==> src/rtl/scmp_uart_pkg.sv <==
// ============================================================================
// Module : scmp_uart_pkg
// Brief  : Shared constants, FSM state types and divisor helpers for scmp_uart.
// Rev    : 1.0  initial release
// ============================================================================
`default_nettype none

package scmp_uart_pkg;

  localparam logic [1:0] REG_DATA   = 2'd0;
  localparam logic [1:0] REG_STATUS = 2'd1;
  localparam logic [1:0] REG_DIV_LO = 2'd2;
  localparam logic [1:0] REG_DIV_HI = 2'd3;

  localparam int STAT_RX_AVAIL   = 0;
  localparam int STAT_TX_READY   = 1;
  localparam int STAT_RX_OVERRUN = 2;
  localparam int STAT_FRAME_ERR  = 3;

  localparam logic [15:0] DIV_RESET_DEFAULT = 16'd3333;
  localparam int          RX_FIFO_DEPTH     = 8;

  typedef enum logic [1:0] {
    TX_IDLE  = 2'd0,
    TX_START = 2'd1,
    TX_DATA  = 2'd2,
    TX_STOP  = 2'd3
  } tx_state_t;

  typedef enum logic [2:0] {
    RX_IDLE  = 3'd0,
    RX_START = 3'd1,
    RX_DATA  = 3'd2,
    RX_STOP  = 3'd3,
    RX_BREAK = 3'd4
  } rx_state_t;

  // Counter reload for one bit period; a zero divisor behaves as one.
  function automatic logic [15:0] bit_reload(input logic [15:0] div);
    return (div == 16'd0) ? 16'd0 : div - 16'd1;
  endfunction

  function automatic logic [15:0] half_reload(input logic [15:0] div);
    logic [15:0] half;
    half = div >> 1;
    return (half == 16'd0) ? 16'd0 : half - 16'd1;
  endfunction

endpackage

`default_nettype wire

==> src/rtl/scmp_uart_if.sv <==
// ============================================================================
// Module : scmp_uart_if
// Brief  : SC/MP-style CPU register bus between the CPU and the UART.
// Rev    : 1.0  initial release
// ============================================================================
`default_nettype none

interface scmp_uart_if;
  logic [15:0] addr;
  logic        rd_n;
  logic        wr_n;
  logic [7:0]  wdata;
  logic [7:0]  rdata;
  logic        sel;

  modport master (output addr, rd_n, wr_n, wdata, input rdata, sel);
  modport slave  (input addr, rd_n, wr_n, wdata, output rdata, sel);
endinterface

`default_nettype wire

==> src/rtl/scmp_uart_fifo.sv <==
// ============================================================================
// Module : scmp_uart_fifo
// Brief  : Byte FIFO for received data; push and pop may coincide when full.
// Rev    : 1.0  initial release
// ============================================================================
`default_nettype none

module scmp_uart_fifo #(
  parameter int DEPTH = 8
) (
  input  logic       clk,
  input  logic       rst,
  input  logic       push_i,
  input  logic       pop_i,
  input  logic [7:0] wdata_i,
  output logic [7:0] rdata_o,
  output logic       empty_o,
  output logic       full_o
);

  localparam int AW = $clog2(DEPTH);
  localparam int CW = $clog2(DEPTH + 1);
  localparam logic [CW-1:0] FULL_CNT = CW'(DEPTH);

  logic [7:0]    mem_q [DEPTH];
  logic [AW-1:0] wr_ptr_q, rd_ptr_q;
  logic [CW-1:0] count_q;
  logic          do_push, do_pop;

  assign empty_o = (count_q == '0);
  assign full_o  = (count_q == FULL_CNT);
  assign rdata_o = mem_q[rd_ptr_q];
  assign do_pop  = pop_i && !empty_o;
  assign do_push = push_i && (!full_o || do_pop);

  always_ff @(posedge clk) begin
    if (do_push) mem_q[wr_ptr_q] <= wdata_i;
  end

  always_ff @(posedge clk) begin
    if (rst) begin
      wr_ptr_q <= '0;
      rd_ptr_q <= '0;
      count_q  <= '0;
    end else begin
      if (do_push) wr_ptr_q <= wr_ptr_q + AW'(1);
      if (do_pop)  rd_ptr_q <= rd_ptr_q + AW'(1);
      case ({do_push, do_pop})
        2'b10:   count_q <= count_q + CW'(1);
        2'b01:   count_q <= count_q - CW'(1);
        default: count_q <= count_q;
      endcase
    end
  end

endmodule

`default_nettype wire

==> src/rtl/scmp_uart.sv <==
// ============================================================================
// Module : scmp_uart
// Brief  : Memory-mapped 8N1 UART for an SC/MP bus. Define SCMP_UART_RXFIFO_EN
//          for an 8-entry RX FIFO; otherwise a single RX holding register.
// Rev    : 1.0  initial release
// ============================================================================
`default_nettype none

module scmp_uart
  import scmp_uart_pkg::*;
#(
  parameter logic [15:0] BASE      = 16'hFD00,
  parameter logic [15:0] DIV_RESET = DIV_RESET_DEFAULT
) (
  input  logic             clk,
  input  logic             rst,
  scmp_uart_if.slave       bus,
  input  logic             rxd,
  output logic             txd,
  output logic             irq
);

  logic [1:0]  off;
  logic        wr_n_q, rd_sel_q;
  logic [1:0]  rd_off_q;
  logic        write_evt, rd_rise, pop, stat_clr, tx_load, div_wr;
  logic [7:0]  div_lo_q, div_lo_d, div_hi_q, div_hi_d;
  logic [15:0] bit_rl, half_rl;

  assign off       = bus.addr[1:0];
  assign bus.sel   = (bus.addr[15:2] == BASE[15:2]);
  assign write_evt = bus.sel && !bus.wr_n && wr_n_q;
  assign rd_rise   = rd_sel_q && bus.rd_n;
  assign pop       = rd_rise && (rd_off_q == REG_DATA);
  assign stat_clr  = rd_rise && (rd_off_q == REG_STATUS);
  assign tx_load   = write_evt && (off == REG_DATA);
  assign div_wr    = write_evt && ((off == REG_DIV_LO) || (off == REG_DIV_HI));

  always_comb begin
    div_lo_d = div_lo_q;
    div_hi_d = div_hi_q;
    if (write_evt && off == REG_DIV_LO) div_lo_d = bus.wdata;
    if (write_evt && off == REG_DIV_HI) div_hi_d = bus.wdata;
  end

  // Reloads use the post-write divisor so a divisor write restarts at the new rate.
  assign bit_rl  = bit_reload({div_hi_d, div_lo_d});
  assign half_rl = half_reload({div_hi_d, div_lo_d});

  always_ff @(posedge clk) begin
    if (rst) begin
      wr_n_q   <= 1'b1;
      rd_sel_q <= 1'b0;
      rd_off_q <= 2'd0;
      div_lo_q <= DIV_RESET[7:0];
      div_hi_q <= DIV_RESET[15:8];
    end else begin
      wr_n_q   <= bus.wr_n;
      rd_sel_q <= bus.sel && !bus.rd_n;
      if (bus.sel && !bus.rd_n) rd_off_q <= off;
      div_lo_q <= div_lo_d;
      div_hi_q <= div_hi_d;
    end
  end

  tx_state_t   tx_state_q, tx_state_d;
  logic [15:0] tx_cnt_q, tx_cnt_d;
  logic [7:0]  tx_shift_q, tx_shift_d;
  logic [2:0]  tx_bit_q, tx_bit_d;
  logic        txd_q, txd_d, tx_tick, tx_ready;

  assign tx_tick  = (tx_cnt_q == 16'd0);
  assign tx_ready = (tx_state_q == TX_IDLE);

  always_ff @(posedge clk) begin
    if (rst) begin
      tx_state_q <= TX_IDLE;
      tx_cnt_q   <= 16'd0;
      tx_shift_q <= 8'h00;
      tx_bit_q   <= 3'd0;
      txd_q      <= 1'b1;
    end else begin
      tx_state_q <= tx_state_d;
      tx_cnt_q   <= tx_cnt_d;
      tx_shift_q <= tx_shift_d;
      tx_bit_q   <= tx_bit_d;
      txd_q      <= txd_d;
    end
  end

  always_comb begin
    tx_state_d = tx_state_q;
    tx_cnt_d   = tx_tick ? bit_rl : tx_cnt_q - 16'd1;
    tx_shift_d = tx_shift_q;
    tx_bit_d   = tx_bit_q;
    txd_d      = txd_q;
    case (tx_state_q)
      TX_IDLE: begin
        txd_d = 1'b1;
        if (tx_load) begin
          tx_state_d = TX_START;
          tx_shift_d = bus.wdata;
          tx_cnt_d   = bit_rl;
          txd_d      = 1'b0;
        end
      end
      TX_START: if (tx_tick) begin
        tx_state_d = TX_DATA;
        tx_bit_d   = 3'd0;
        txd_d      = tx_shift_q[0];
      end
      TX_DATA: if (tx_tick) begin
        if (tx_bit_q == 3'd7) begin
          tx_state_d = TX_STOP;
          txd_d      = 1'b1;
        end else begin
          tx_shift_d = {1'b0, tx_shift_q[7:1]};
          tx_bit_d   = tx_bit_q + 3'd1;
          txd_d      = tx_shift_q[1];
        end
      end
      TX_STOP: if (tx_tick) tx_state_d = TX_IDLE;
      default: tx_state_d = TX_IDLE;
    endcase
    if (div_wr) tx_cnt_d = bit_rl;
  end

  rx_state_t   rx_state_q, rx_state_d;
  logic [2:0]  rx_sync_q;
  logic [15:0] rx_cnt_q, rx_cnt_d;
  logic [7:0]  rx_shift_q, rx_shift_d;
  logic [2:0]  rx_bit_q, rx_bit_d;
  logic        rx_in, rx_fall, rx_tick, rx_push, ferr_set;

  assign rx_in   = rx_sync_q[1];
  assign rx_fall = rx_sync_q[2] && !rx_sync_q[1];
  assign rx_tick = (rx_cnt_q == 16'd0);

  always_ff @(posedge clk) begin
    if (rst) begin
      rx_sync_q  <= 3'b111;
      rx_state_q <= RX_IDLE;
      rx_cnt_q   <= 16'd0;
      rx_shift_q <= 8'h00;
      rx_bit_q   <= 3'd0;
    end else begin
      rx_sync_q  <= {rx_sync_q[1:0], rxd};
      rx_state_q <= rx_state_d;
      rx_cnt_q   <= rx_cnt_d;
      rx_shift_q <= rx_shift_d;
      rx_bit_q   <= rx_bit_d;
    end
  end

  always_comb begin
    rx_state_d = rx_state_q;
    rx_cnt_d   = rx_tick ? bit_rl : rx_cnt_q - 16'd1;
    rx_shift_d = rx_shift_q;
    rx_bit_d   = rx_bit_q;
    rx_push    = 1'b0;
    ferr_set   = 1'b0;
    case (rx_state_q)
      RX_IDLE: if (rx_fall) begin
        rx_state_d = RX_START;
        rx_cnt_d   = half_rl;
      end
      RX_START: if (rx_tick) begin
        rx_state_d = rx_in ? RX_IDLE : RX_DATA;
        rx_bit_d   = 3'd0;
      end
      RX_DATA: if (rx_tick) begin
        rx_shift_d = {rx_in, rx_shift_q[7:1]};
        rx_bit_d   = rx_bit_q + 3'd1;
        if (rx_bit_q == 3'd7) rx_state_d = RX_STOP;
      end
      RX_STOP: if (rx_tick) begin
        rx_push    = rx_in;
        ferr_set   = !rx_in;
        rx_state_d = rx_in ? RX_IDLE : RX_BREAK;
      end
      RX_BREAK: if (rx_in) rx_state_d = RX_IDLE;
      default:  rx_state_d = RX_IDLE;
    endcase
    if (div_wr) rx_cnt_d = (rx_state_q == RX_START) ? half_rl : bit_rl;
  end

  logic [7:0] rx_head;
  logic       rx_full, rx_avail;

`ifdef SCMP_UART_RXFIFO_EN
  logic rx_empty;

  scmp_uart_fifo #(.DEPTH(RX_FIFO_DEPTH)) u_rx_fifo (
    .clk     (clk),
    .rst     (rst),
    .push_i  (rx_push),
    .pop_i   (pop),
    .wdata_i (rx_shift_q),
    .rdata_o (rx_head),
    .empty_o (rx_empty),
    .full_o  (rx_full)
  );
  assign rx_avail = !rx_empty;
`else
  logic [7:0] hold_q;
  logic       hold_vld_q;

  always_ff @(posedge clk) begin
    if (rst) begin
      hold_q     <= 8'h00;
      hold_vld_q <= 1'b0;
    end else if (rx_push && (!hold_vld_q || pop)) begin
      hold_q     <= rx_shift_q;
      hold_vld_q <= 1'b1;
    end else if (pop) begin
      hold_vld_q <= 1'b0;
    end
  end
  assign rx_head  = hold_q;
  assign rx_full  = hold_vld_q;
  assign rx_avail = hold_vld_q;
`endif

  logic ovr_q, ferr_q, irq_q;
  logic [7:0] status, rd_mux;

  always_ff @(posedge clk) begin
    if (rst) begin
      ovr_q  <= 1'b0;
      ferr_q <= 1'b0;
      irq_q  <= 1'b0;
    end else begin
      ovr_q  <= (ovr_q && !stat_clr) || (rx_push && rx_full && !pop);
      ferr_q <= (ferr_q && !stat_clr) || ferr_set;
      irq_q  <= rx_avail;
    end
  end

  always_comb begin
    status                  = 8'h00;
    status[STAT_RX_AVAIL]   = rx_avail;
    status[STAT_TX_READY]   = tx_ready;
    status[STAT_RX_OVERRUN] = ovr_q;
    status[STAT_FRAME_ERR]  = ferr_q;
    case (off)
      REG_DATA:   rd_mux = rx_head;
      REG_STATUS: rd_mux = status;
      REG_DIV_LO: rd_mux = div_lo_q;
      default:    rd_mux = div_hi_q;
    endcase
  end

  assign bus.rdata = (bus.sel && !bus.rd_n) ? rd_mux : 8'h00;
  assign txd       = txd_q;
  assign irq       = irq_q;

endmodule

`default_nettype wire

==> src/flat_wrapper.sv <==
// flat-port wrapper written by rule: the top's interface ports become plain ports
module scmp_uart_flat import scmp_uart_pkg::*;
#(
  parameter logic [15:0] BASE      = 16'hFD00,
  parameter logic [15:0] DIV_RESET = DIV_RESET_DEFAULT
)
  (clk, rst, rxd, txd, irq, bus_addr, bus_rd_n, bus_wr_n, bus_wdata, bus_rdata, bus_sel);
  scmp_uart_if bus_i ();
  input  logic clk;
  input  logic rst;
  input  logic rxd;
  output logic txd;
  output logic irq;
  input wire logic [$bits(bus_i.addr)-1:0] bus_addr;
  input wire logic [$bits(bus_i.rd_n)-1:0] bus_rd_n;
  input wire logic [$bits(bus_i.wr_n)-1:0] bus_wr_n;
  input wire logic [$bits(bus_i.wdata)-1:0] bus_wdata;
  output wire logic [$bits(bus_i.rdata)-1:0] bus_rdata;
  output wire logic [$bits(bus_i.sel)-1:0] bus_sel;
  assign bus_i.addr = bus_addr;
  assign bus_i.rd_n = bus_rd_n;
  assign bus_i.wr_n = bus_wr_n;
  assign bus_i.wdata = bus_wdata;
  assign bus_rdata = bus_i.rdata;
  assign bus_sel = bus_i.sel;
  scmp_uart #(.BASE(BASE), .DIV_RESET(DIV_RESET)) u_core (.clk(clk), .rst(rst), .bus(bus_i), .rxd(rxd), .txd(txd), .irq(irq));
endmodule
==> config.mk <==
export PLATFORM = sky130hd
export DESIGN_NAME = scmp_uart_flat
export DESIGN_NICKNAME = d
export VERILOG_FILES = /design/src/rtl/scmp_uart_pkg.sv /design/src/rtl/scmp_uart_if.sv /design/src/rtl/scmp_uart_fifo.sv /design/src/rtl/scmp_uart.sv /design/src/flat_wrapper.sv
export SDC_FILE = /design/constraint.sdc
export NUM_CORES = 1
export LEC_CHECK = 0
export CAP_MARGIN = 20
export CORE_ASPECT_RATIO = 2
export CORE_MARGIN = 8
export CORE_UTILIZATION = 45
export DETAILED_ROUTE_END_ITERATION = 8
export PLACE_DENSITY = 0.74
export SYNTH_ARGS = -nofsm -noshare
export SYNTH_HDL_FRONTEND = slang
export SYNTH_HIERARCHICAL = 1
export SYNTH_SLANG_ARGS = --single-unit
==> constraint.sdc <==
create_clock -name clk -period 6.44 [get_ports clk]
set_input_delay 1.288 -clock clk [delete_from_list [all_inputs] [get_ports clk]]
set_output_delay 1.288 -clock clk [all_outputs]
set_load 0.05 [all_outputs]
==> results.json <==
{
  "post-route-period-util": 0.897,
  "outcome": "complete, no violations",
  "synth_async_sr_flop_share": 0,
  "gp_congestion": 1.07,
  "largest_clock_skew_in_the_final_design_ns": 0.0104,
  "post-cts-setup-buffers": 0,
  "synthFlopType": "dfxtp_1",
  "chipWidth_um": 98.4,
  "seq_power_share": 0.358,
  "cts_max_path_buffers": 2,
  "num-nets-final": 825,
  "crit_path_max_fanout": 15,
  "slew_headroom": 0.273,
  "ctsHtreeMaxLevel": 3,
  "layout.cells.most_common": "nor2_1",
  "postPlaceCellArea_um2": 6580,
  "drc": 0,
  "cts_tree": "yes",
  "timing.final.crit_period_ns": 5.78,
  "core_region_area_um2": 13400,
  "p_int_uw": 1320,
  "syn-num-nets": 811,
  "power.density_cell_area_nw_per_um2": 306,
  "cp-start-kind": "primary input",
  "cts_root_buf": "clkbuf_16",
  "yosys_register_bits": 95,
  "grt_first_pass_wirelength_um": 31900,
  "detail_route.wirelength_um": 20100,
  "timing_hold_violations_final": 0,
  "antenna-diode-count": 0,
  "layout.filler_cells": 1304,
  "syn_to_final_growth_pct": 12.7,
  "grt_pass1_vias": 5978,
  "grt_overflow_total": 0,
  "multi_input_area_um2": 3980,
  "tritoncts_num_sinks": 95,
  "final_cell_mix": "nor2_1 (115), dfxtp_1 (95), nand2_1 (67), a21oi_1 (53), mux2i_1 (43)",
  "synth_enable_flop_cells": 0,
  "cts-buffers-inserted": 9,
  "ios": 40,
  "pwr-share-comb": 0.375,
  "area_of_the_die_um2": 17800,
  "synth.yosys.warnings": 6,
  "ys_seq_area_frac": 0.311,
  "postLayoutCellArea_um2": 6890,
  "detail_route.wl_per_cell_um": 21.3,
  "timing_max_transition_violations_final": 0,
  "dpl.hpwl_um": 14900,
  "cts_hold_repair.buffers": 0,
  "antenna_violating_nets_post_route": 0,
  "finalSetupViolations": 0,
  "synthesis.area_um2": 6120,
  "p_clk_frac": 0.267,
  "totalNegativeSetupSlack_ns": 0,
  "floorplan.rows": 60,
  "tightestPinTransition_ns": 1.09,
  "post_cts.resized_instances": 0,
  "synthDistinctLibCells": 70,
  "antenna_found_initial": 0,
  "ir_drop_v": 0.000190,
  "maxClockFrequency_ghz": 0.173,
  "route.detailed.vias_per_inst": 6.27,
  "crit_path_end_kind": "output pin",
  "rsz0062_at_grt": "no",
  "start_util": 0.458,
  "global_router_s_overall_resource_usage": 0.226,
  "p_sw_frac": 0.375,
  "holdCritPathClass": "flip-flop to flip-flop",
  "vias": 5910,
  "total_switching_power_uw": 791,
  "postSynthCellCount": 768,
  "portBuffers": 39,
  "tritonroute_pass_1_iters": 7,
  "layout.area.seq_um2": 1900,
  "leakage_uw": 0.00248,
  "worst_skew_pair.late_latency_ns": 0.35,
  "pin_count_of_the_biggest_net_entering_global_routing": 52,
  "drt-initial-drc-count": 504,
  "synthesis.area_per_instance_um2": 7.96,
  "endpoint_arrival_time_on_the_critical_path_ns": 4.49,
  "preCtsSetupSlack_ns": 0.588,
  "finalWorstSetupSlack_ns": 0.661,
  "die_height_um": 181,
  "critPathRequiredTime_ns": 5.15,
  "max_cap_viol_count": 0,
  "clk_pin_slew_worst_paths_ns": 0.07,
  "fraction_of_layout_cells_with_a_size_suffix_above_1": 0.0839,
  "critPathKind": "primary input to output pin"
}
cell families (layout without fill, tap and decap cells):
group	after synthesis	in the layout	synth area share
AOI/OAI and AO/OA	165	165	0.179
xor gates and xnor gates	47	47	0.0685
adders and majority gates	14	14	0.0286
buffers and inverters	59	78	0.0419
DFF	95	95	0.311
muxes	54	54	0.0980
and+or+nand+nor	334	334	0.273
worst paths after layout:
check | slack, ns | cells after the start | endpoint | from
min | 0.41 | 1 | u_core/rx_sync_q[1] | u_core/rx_sync_q[0]
max reg2reg | 2.33 | 8 | u_core/hold_q[3] | u_core/rx_cnt_q[7]
min reg2reg | 0.41 | 1 | u_core/rx_sync_q[1] | u_core/rx_sync_q[0]
max | 0.66 | 7 | bus_rdata[3] | bus_addr[3]
area by class of cell:
cell class / instances / area share
well taps: 155 / 0.0281
multi-input cells: 614 / 0.577
clock buffers: 9 / 0.0327
inverters: 15 / 0.00890
clock inverters: 7 / 0.0127
flip-flops and latches: 95 / 0.276
repair buffers: 47 / 0.0646
critical path, cell delays in order:
cell and delay, ns:
clkdlybuf4s50_1 0.39, or4_1 0.55, or4_1 0.67, clkinv_4 0.19
nand2b_1 0.32, nor2b_1 0.25, clkdlybuf4s50_1 0.83
layer usage:
| layer | GRT usage | vias up | part of all wire |
|---|---|---|---|
| li1 | - | 2796 | - |
| met1 | 0.225 | 2754 | 0.36 |
| met2 | 0.421 | 267 | 0.54 |
| met3 | 0.0339 | 93 | 0.049 |
| met4 | 0.149 | 0 | 0.056 |
| met5 | 0 | - | 0 |
sequential cells by signal (all words and copies together), names as in the netlist, 2 cells and up:
signal and cells:
u_core/rx_bit_q 3, u_core/rx_cnt_q 16, u_core/rx_shift_q 8, u_core/rx_sync_q 3, u_core/rd_off_q 2, u_core/tx_shift_q 8
u_core/tx_bit_q 3, u_core/rx_state_q 3, u_core/div_hi_q 8, u_core/tx_state_q 2, u_core/hold_q 8, u_core/div_lo_q 8
u_core/tx_cnt_q 16
power groups by stage:
stage          clock network [uW]  registers [uW]  logic [uW]
6_report                      564             755         791
5_1_grt                       592             766         883
4_1_cts                       571             754         781
3_5_place_dp                    0             767         775
3_3_place_gp                    0             764         770
2_1_floorplan                   0             752         606
synth_stat cells (all sizes together) (9+ instances only):
library cell    n  area [um2]
inv            14        52.6
or2             9        56.3
mux2i          43         430
nand2b         11        68.8
nor3           31         176
xnor2          26         235
nor2b          12        75.1
o22ai          11        75.1
clkbuf         31         116
nor2          118         455
nand3          25         138
a21oi          53         265
nor4           17         106
a211oi         21         158
buf            13        78.8
o21ai          21         116
xor2           21         184
a22oi          13        97.6
dfxtp          95        1900
nand2          67         251
ha             14         175
or4            11        86.3
metrics by stage:
step                      utilization  power, uW  cells  hold slack [ns]
after floorplan                     -       1360    768            0.389
after global placement          0.492       1530    926            0.392
after detailed placement        0.492       1540    926            0.392
after CTS                       0.516       2110    942            0.409
after global routing            0.516       2240    942            0.427
final                           0.516       2110    942            0.409
Power figures use the tool's default switching activity.
